[src/rtl/i2c_alu_pkg.sv]
// i2c_alu_pkg: shared FSM state encoding and register map for the I2C ALU target.
package i2c_alu_pkg;
    typedef enum logic [3:0] {
        IDLE, RX_ADDR, ACK_ADDR, RX_PTR, ACK_PTR, RX_DATA, ACK_DATA, TX_DATA, RX_ACK
    } state_t;
    localparam logic [7:0] REG_A         = 8'h00;
    localparam logic [7:0] REG_B         = 8'h01;
    localparam logic [7:0] REG_CIN       = 8'h02;
    localparam logic [7:0] REG_SUM       = 8'h03;
    localparam logic [7:0] REG_COUT      = 8'h04;
    localparam logic [7:0] READ_UNMAPPED = 8'hFF;
endpackage

[src/rtl/i2c_sync_edge.sv]
// i2c_sync_edge: SCL/SDA synchronisers with SCL edge and START/STOP detection.
module i2c_sync_edge #(
    parameter int SYNC_STAGES = 2
) (
    input  logic clk,
    input  logic rst,
    input  logic scl_i,
    input  logic sda_i,
    output logic sda,
    output logic scl_rise,
    output logic scl_fall,
    output logic start,
    output logic stop
);
    logic [SYNC_STAGES-1:0] scl_sync_q, scl_sync_d, sda_sync_q, sda_sync_d;
    logic scl, scl_prev_q, scl_prev_d, sda_prev_q, sda_prev_d;

    always_comb begin
        scl_sync_d = {scl_sync_q[SYNC_STAGES-2:0], scl_i};
        sda_sync_d = {sda_sync_q[SYNC_STAGES-2:0], sda_i};
        scl        = scl_sync_q[SYNC_STAGES-1];
        sda        = sda_sync_q[SYNC_STAGES-1];
        scl_prev_d = scl;
        sda_prev_d = sda;
        scl_rise   = scl & ~scl_prev_q;
        scl_fall   = ~scl & scl_prev_q;
        start      = scl & scl_prev_q & sda_prev_q & ~sda;
        stop       = scl & scl_prev_q & ~sda_prev_q & sda;
    end

    // Reset to all-ones so an idle bus produces no spurious edges.
    always_ff @(posedge clk) begin
        if (rst) begin
            scl_sync_q <= '1;
            sda_sync_q <= '1;
            scl_prev_q <= 1'b1;
            sda_prev_q <= 1'b1;
        end else begin
            scl_sync_q <= scl_sync_d;
            sda_sync_q <= sda_sync_d;
            scl_prev_q <= scl_prev_d;
            sda_prev_q <= sda_prev_d;
        end
    end
endmodule

[src/rtl/i2c_alu_target.sv]
// i2c_alu_target: I2C target exposing ALU operands/results as a register map.
// Define I2C_ALU_AUTOINC_EN to auto-increment the pointer on each data byte.
module i2c_alu_target
    import i2c_alu_pkg::*;
#(
    parameter logic [6:0] TGT_ADDR    = 7'h42,
    parameter int         SYNC_STAGES = 2,
    parameter int         NUM_REGS    = 5
) (
    input  logic       clk,
    input  logic       rst,
    input  logic       scl_i,
    input  logic       sda_i,
    output logic       sda_oe,
    output logic [7:0] alu_a,
    output logic [7:0] alu_b,
    output logic       alu_cin,
    input  logic [7:0] alu_sum,
    input  logic [2:0] alu_cout,
    output logic       reg_wr
);
    localparam logic [7:0] NREG = 8'(NUM_REGS);

    state_t     state_q, state_d;
    logic [2:0] bit_cnt_q, bit_cnt_d;
    logic [7:0] shift_q, shift_d, ptr_q, ptr_d, a_q, a_d, b_q, b_d;
    logic       cin_q, cin_d, sda_oe_q, sda_oe_d, reg_wr_q, reg_wr_d;
    logic       sda, scl_rise, scl_fall, start, stop, wr_ok;
    logic [7:0] rx_byte, ptr_inc, rd_ptr, rd_byte;

    i2c_sync_edge #(.SYNC_STAGES(SYNC_STAGES)) u_sync (
        .clk(clk), .rst(rst), .scl_i(scl_i), .sda_i(sda_i), .sda(sda),
        .scl_rise(scl_rise), .scl_fall(scl_fall), .start(start), .stop(stop)
    );

`ifdef I2C_ALU_AUTOINC_EN
    assign ptr_inc = ptr_q + 8'd1;
`else
    assign ptr_inc = ptr_q;
`endif

    always_comb begin
        rx_byte = {shift_q[6:0], sda};
        wr_ok   = (ptr_q < NREG) && (ptr_q <= REG_CIN);
        rd_ptr  = (state_q == RX_ACK) ? ptr_inc : ptr_q;
        rd_byte = (rd_ptr >= NREG)     ? READ_UNMAPPED :
                  (rd_ptr == REG_A)    ? a_q :
                  (rd_ptr == REG_B)    ? b_q :
                  (rd_ptr == REG_CIN)  ? {7'b0, cin_q} :
                  (rd_ptr == REG_SUM)  ? alu_sum :
                  (rd_ptr == REG_COUT) ? {5'b0, alu_cout} : READ_UNMAPPED;
    end

    always_comb begin
        state_d   = state_q;
        bit_cnt_d = bit_cnt_q;
        shift_d   = shift_q;
        ptr_d     = ptr_q;
        a_d       = a_q;
        b_d       = b_q;
        cin_d     = cin_q;
        sda_oe_d  = sda_oe_q;
        reg_wr_d  = 1'b0;
        if (stop) begin
            state_d  = IDLE;
            sda_oe_d = 1'b0;
        end else if (start) begin
            state_d   = RX_ADDR;
            bit_cnt_d = 3'd0;
            sda_oe_d  = 1'b0;
        end else if (scl_rise) begin
            if (state_q inside {RX_ADDR, RX_PTR, RX_DATA}) begin
                shift_d   = rx_byte;
                bit_cnt_d = bit_cnt_q + 3'd1;
                if (bit_cnt_q == 3'd7) begin
                    if (state_q == RX_ADDR) begin
                        state_d = (rx_byte[7:1] == TGT_ADDR) ? ACK_ADDR : IDLE;
                    end else if (state_q == RX_PTR) begin
                        ptr_d   = rx_byte;
                        state_d = ACK_PTR;
                    end else begin
                        state_d  = ACK_DATA;
                        reg_wr_d = wr_ok;
                        a_d      = (wr_ok && ptr_q == REG_A) ? rx_byte : a_q;
                        b_d      = (wr_ok && ptr_q == REG_B) ? rx_byte : b_q;
                        cin_d    = (wr_ok && ptr_q == REG_CIN) ? rx_byte[0] : cin_q;
                    end
                end
            end else if (state_q == RX_ACK && sda) begin
                state_d = IDLE;
            end
        end else if (scl_fall) begin
            if (state_q inside {ACK_ADDR, ACK_PTR, ACK_DATA}) begin
                // sda_oe doubles as the phase flag: first fall starts the ACK, second ends it.
                if (!sda_oe_q) begin
                    sda_oe_d = 1'b1;
                end else begin
                    bit_cnt_d = 3'd0;
                    sda_oe_d  = 1'b0;
                    state_d   = (state_q != ACK_ADDR) ? RX_DATA : shift_q[0] ? TX_DATA : RX_PTR;
                    ptr_d     = (state_q == ACK_DATA) ? ptr_inc : ptr_q;
                    if (state_q == ACK_ADDR && shift_q[0]) begin
                        shift_d  = rd_byte;
                        sda_oe_d = ~rd_byte[7];
                    end
                end
            end else if (state_q == TX_DATA) begin
                shift_d   = {shift_q[6:0], 1'b0};
                bit_cnt_d = bit_cnt_q + 3'd1;
                sda_oe_d  = (bit_cnt_q == 3'd7) ? 1'b0 : ~shift_q[6];
                state_d   = (bit_cnt_q == 3'd7) ? RX_ACK : TX_DATA;
            end else if (state_q == RX_ACK) begin
                ptr_d     = ptr_inc;
                shift_d   = rd_byte;
                sda_oe_d  = ~rd_byte[7];
                bit_cnt_d = 3'd0;
                state_d   = TX_DATA;
            end
        end
    end

    always_ff @(posedge clk) begin
        if (rst) begin
            state_q   <= IDLE;
            bit_cnt_q <= 3'd0;
            shift_q   <= 8'd0;
            ptr_q     <= 8'd0;
            a_q       <= 8'd0;
            b_q       <= 8'd0;
            cin_q     <= 1'b0;
            sda_oe_q  <= 1'b0;
            reg_wr_q  <= 1'b0;
        end else begin
            state_q   <= state_d;
            bit_cnt_q <= bit_cnt_d;
            shift_q   <= shift_d;
            ptr_q     <= ptr_d;
            a_q       <= a_d;
            b_q       <= b_d;
            cin_q     <= cin_d;
            sda_oe_q  <= sda_oe_d;
            reg_wr_q  <= reg_wr_d;
        end
    end

    assign sda_oe  = sda_oe_q;
    assign alu_a   = a_q;
    assign alu_b   = b_q;
    assign alu_cin = cin_q;
    assign reg_wr  = reg_wr_q;
endmodule
[config.mk]
export PLATFORM = sky130hd
export DESIGN_NAME = i2c_alu_target
export DESIGN_NICKNAME = d
export VERILOG_FILES = /design/src/rtl/i2c_alu_pkg.sv /design/src/rtl/i2c_sync_edge.sv /design/src/rtl/i2c_alu_target.sv
export SDC_FILE = /design/constraint.sdc
export NUM_CORES = 1
export LEC_CHECK = 0
export CAP_MARGIN = 25
export CELL_PAD_IN_SITES_DETAIL_PLACEMENT = 2
export CELL_PAD_IN_SITES_GLOBAL_PLACEMENT = 2
export CORE_MARGIN = 3
export CORE_UTILIZATION = 35
export CTS_BUF_LIST = sky130_fd_sc_hd__clkbuf_16
export CTS_CLUSTER_SIZE = 40
export DETAILED_ROUTE_END_ITERATION = 16
export PLACE_DENSITY = 0.89
export SLEW_MARGIN = 40
export SYNTH_ARGS = -nofsm -noshare
export SYNTH_HDL_FRONTEND = slang
export SYNTH_HIERARCHICAL = 1
export SYNTH_SLANG_ARGS = --single-unit
[constraint.sdc]
create_clock -name clk -period 6 [get_ports clk]
set_clock_uncertainty 0.05 [all_clocks]
set_input_delay 0.9 -clock clk [delete_from_list [all_inputs] [get_ports clk]]
set_output_delay 0.9 -clock clk [all_outputs]
set_load 0.01 [all_outputs]
==> results.json <==
{
  "root_buffer": "clkbuf_16",
  "clk_pin_slew_worst_paths_ns": 0.07,
  "synth-edff-count": 0,
  "synth_area_per_cell_um2": 8.25,
  "dr.pass1.iters": 4,
  "viasPerCell": 5.74,
  "fin_ws_ns": 3.23,
  "cts_buffers": 5,
  "p_int_mw": 0.522,
  "preCtsSetupSlack_ns": 3.29,
  "post-place-cells": 414,
  "synth-async-reset-ratio_pct": 0,
  "die_y_um": 90.1,
  "floorplan.initialDensity_pct": 36.2,
  "status": "finished clean",
  "synth_area_leaders": "dfxtp_1 38%, mux2i_1 7.3%, nand2_1 6.2%",
  "finalInstanceArea_um2": 3020,
  "netlist_instances": 300,
  "antenna_found_initial": 0,
  "fin_total_pwr_mw": 0.661,
  "cts_resized": 0,
  "grt-ovfl-total": 0,
  "synthesis.area_um2": 2470,
  "final_layout_size_suffix_gt1_share_pct": 6.15,
  "dieArea_um2": 8120,
  "setup_violations": 0,
  "insertedDiodeCount": 0,
  "tns_ns": 0,
  "areaGrowthSynthToFinish_pct": 22.0,
  "ys_ff_latch": 47,
  "ioPinCount": 34,
  "critPathMaxStageDelay_ns": 0.54,
  "clock_path_buffers": 2,
  "path_cells": "nor2b_2 > and2_1 > and3_1 > nand3_1 > nor3_2 > nand2_1 > a21oi_1",
  "nets": 342,
  "r2r_end": "alu_b[1]",
  "drtIter0Drc": 112,
  "n_fill_cell": 760,
  "min_from": "u_sync/sda_sync_q[0]",
  "r2r.worst_path.cells": 7,
  "synth_warnings": 6,
  "gp_congestion": 0.867,
  "worst_slew_pin_slew_ns": 0.765,
  "p_sw_share_pct": 21.0,
  "hold_end": "u_sync/sda_sync_q[1]",
  "tritoncts": "built",
  "slowest_stage": "nor2b_2",
  "p_clk_share_pct": 47.1,
  "yosys.area.top_type": "dfxtp_1",
  "worstSetupEndpointType": "flop",
  "hold_depth": 1,
  "power.switching_mw": 0.139,
  "dieWidth_um": 90.1,
  "fmax_ghz": 0.361,
  "drv_cap": 0,
  "clk_latency_ns": 0.29,
  "synthDistinctLibCells": 54,
  "drcViolationCount": 0,
  "ys_seq_area_share_pct": 38.0,
  "critPathArrivalTime_ns": 2.91,
  "power_frac_comb_pct": 4.8,
  "cts_sinks": 47,
  "power_leakage_nw": 1.06,
  "rsz0062_at_grt": "no",
  "rows": 30,
  "grt_pass1_vias": 2657,
  "crit_type": "reg2reg",
  "regToRegSetupSlack_ns": 3.23,
  "maxSlewHeadroom_pct": 48.9,
  "seq_power_share_pct": 48.1,
  "synth_common_cells": "47 x dfxtp_1, 41 x nand2_1, 36 x nor2_1",
  "start_kind": "flop",
  "cp.required_ns": 6.15,
  "synth_most_common_cell": "dfxtp_1",
  "fin_crit_ns": 2.77,
  "synth_ff_type": "dfxtp_1",
  "routed_wl_um": 8780,
  "dpl_cell_area_um2": 2860,
  "grt_first_pass_wirelength_um": 14500,
  "wl_per_cell_um": 20.8,
  "power-per-cell-area_nw_per_um2": 219,
  "grt_start_max_net_pins": 51,
  "ant_nets": 0,
  "hold_viol": 0,
  "port-buffer-count": 33,
  "cts_hold_buffers": 0,
  "cts_setup_buffers": 0,
  "grt_usage_pct": 22.3,
  "yosysTopAreaCellShare_pct": 38.0,
  "dp_hpwl_um": 5930,
  "core_area_um2": 6830,
  "fin_cells": 421,
  "layout_worst_path_cycle_share_pct": 46.2,
  "slew_viol_final": 0,
  "vdd_ir_drop_max_mv": 0.139,
  "syn_nets": 317,
  "hold_class": "reg2reg",
  "timing.rr.start": "u_sync/scl_sync_q[1]",
  "htree_levels": 2,
  "critPathMaxFanout": 14,
  "vias": 2415
}
[layout by cell type (no fill, tap or decap), types with 5 or more instances in the layout]
cell              n
dfxtp_1          47
nand2_1          41
nor2_1           35
clkdlybuf4s50_1  33
a21oi_1          28
mux2i_1          18
nand2b_1          9
o21ai_0           8
nand3_1           7
or4_1             6
or2_1             6
nor3_1            5
inv_1             5
clkbuf_16         5
[flip-flops by register name, indices dropped and copies added, names as in the netlist, 2 cells and up]
signal             cells
alu_a                  8
alu_b                  8
bit_cnt_q              3
ptr_inc                8
shift_q                7
state_q                4
u_sync/scl_sync_q      2
u_sync/sda_sync_q      2
[per-stage QoR]
| step | util [%] | hold slack [ns] |
|---|---|---|
| 6_report | 44.2 | 0.358 |
| 5_1_grt | 44.2 | 0.388 |
| 4_1_cts | 44.1 | 0.363 |
| 3_5_place_dp | 41.8 | 0.348 |
| 3_3_place_gp | 41.8 | 0.341 |
| 2_1_floorplan | - | 0.333 |
[worst max-delay path by stage]
stage | startpoint | end | cells after the start
after floorplan | bit_cnt_q[0] | alu_b[0] | 10
after global placement | u_sync/scl_sync_q[1] | alu_b[4] | 7
after detailed placement | u_sync/scl_sync_q[1] | alu_a[6] | 7
after CTS | u_sync/scl_sync_q[1] | alu_b[1] | 7
after global routing | u_sync/scl_sync_q[1] | alu_b[1] | 7
final | u_sync/scl_sync_q[1] | alu_b[1] | 7
[power by group through the flow]
stage / combinational (mW) / clock [mW] / sequential, mW
after floorplan: 0.0164 / 0 / 0.322
after global placement: 0.0296 / 0 / 0.324
after detailed placement: 0.0305 / 0 / 0.324
after CTS: 0.0316 / 0.323 / 0.317
after global routing: 0.0342 / 0.334 / 0.318
final: 0.0317 / 0.312 / 0.318
[critical path, delay by kind of cell (launching register included)]
kind	cells	cell delay, ns
flops	1	0.39
compound gates	1	0.26
simple gates	6	1.97
[logic make-up (layout without fill, tap and decap cells)]
group | count (synthesis) | in the layout | synth area share [%]
AOI/OAI and AO/OA | 69 | 69 | 18.9
adders and majority gates | 2 | 2 | 1.01
buffers and inverters | 22 | 47 | 4.20
DFF | 47 | 47 | 38.0
muxes | 20 | 20 | 8.19
and+or+nand+nor | 140 | 140 | 29.7
[layout make-up]
class / count / area (um2) / area share, %
clock buffer: 5 / 125 / 4.14
clock inverter: 2 / 33.8 / 1.12
inverter: 5 / 18.8 / 0.622
multi-input combinational: 231 / 1440 / 47.5
sequential: 47 / 941 / 31.2
tap: 96 / 120 / 3.98
timing repair buffer: 35 / 345 / 11.4
[metal layers]
layer	part of all wire, %	track usage (%)
met5	0	0
met4	1.7	6.63
met3	3.1	3.43
met2	51	38.8
met1	44	28.5
Power figures use the tool's default switching activity.
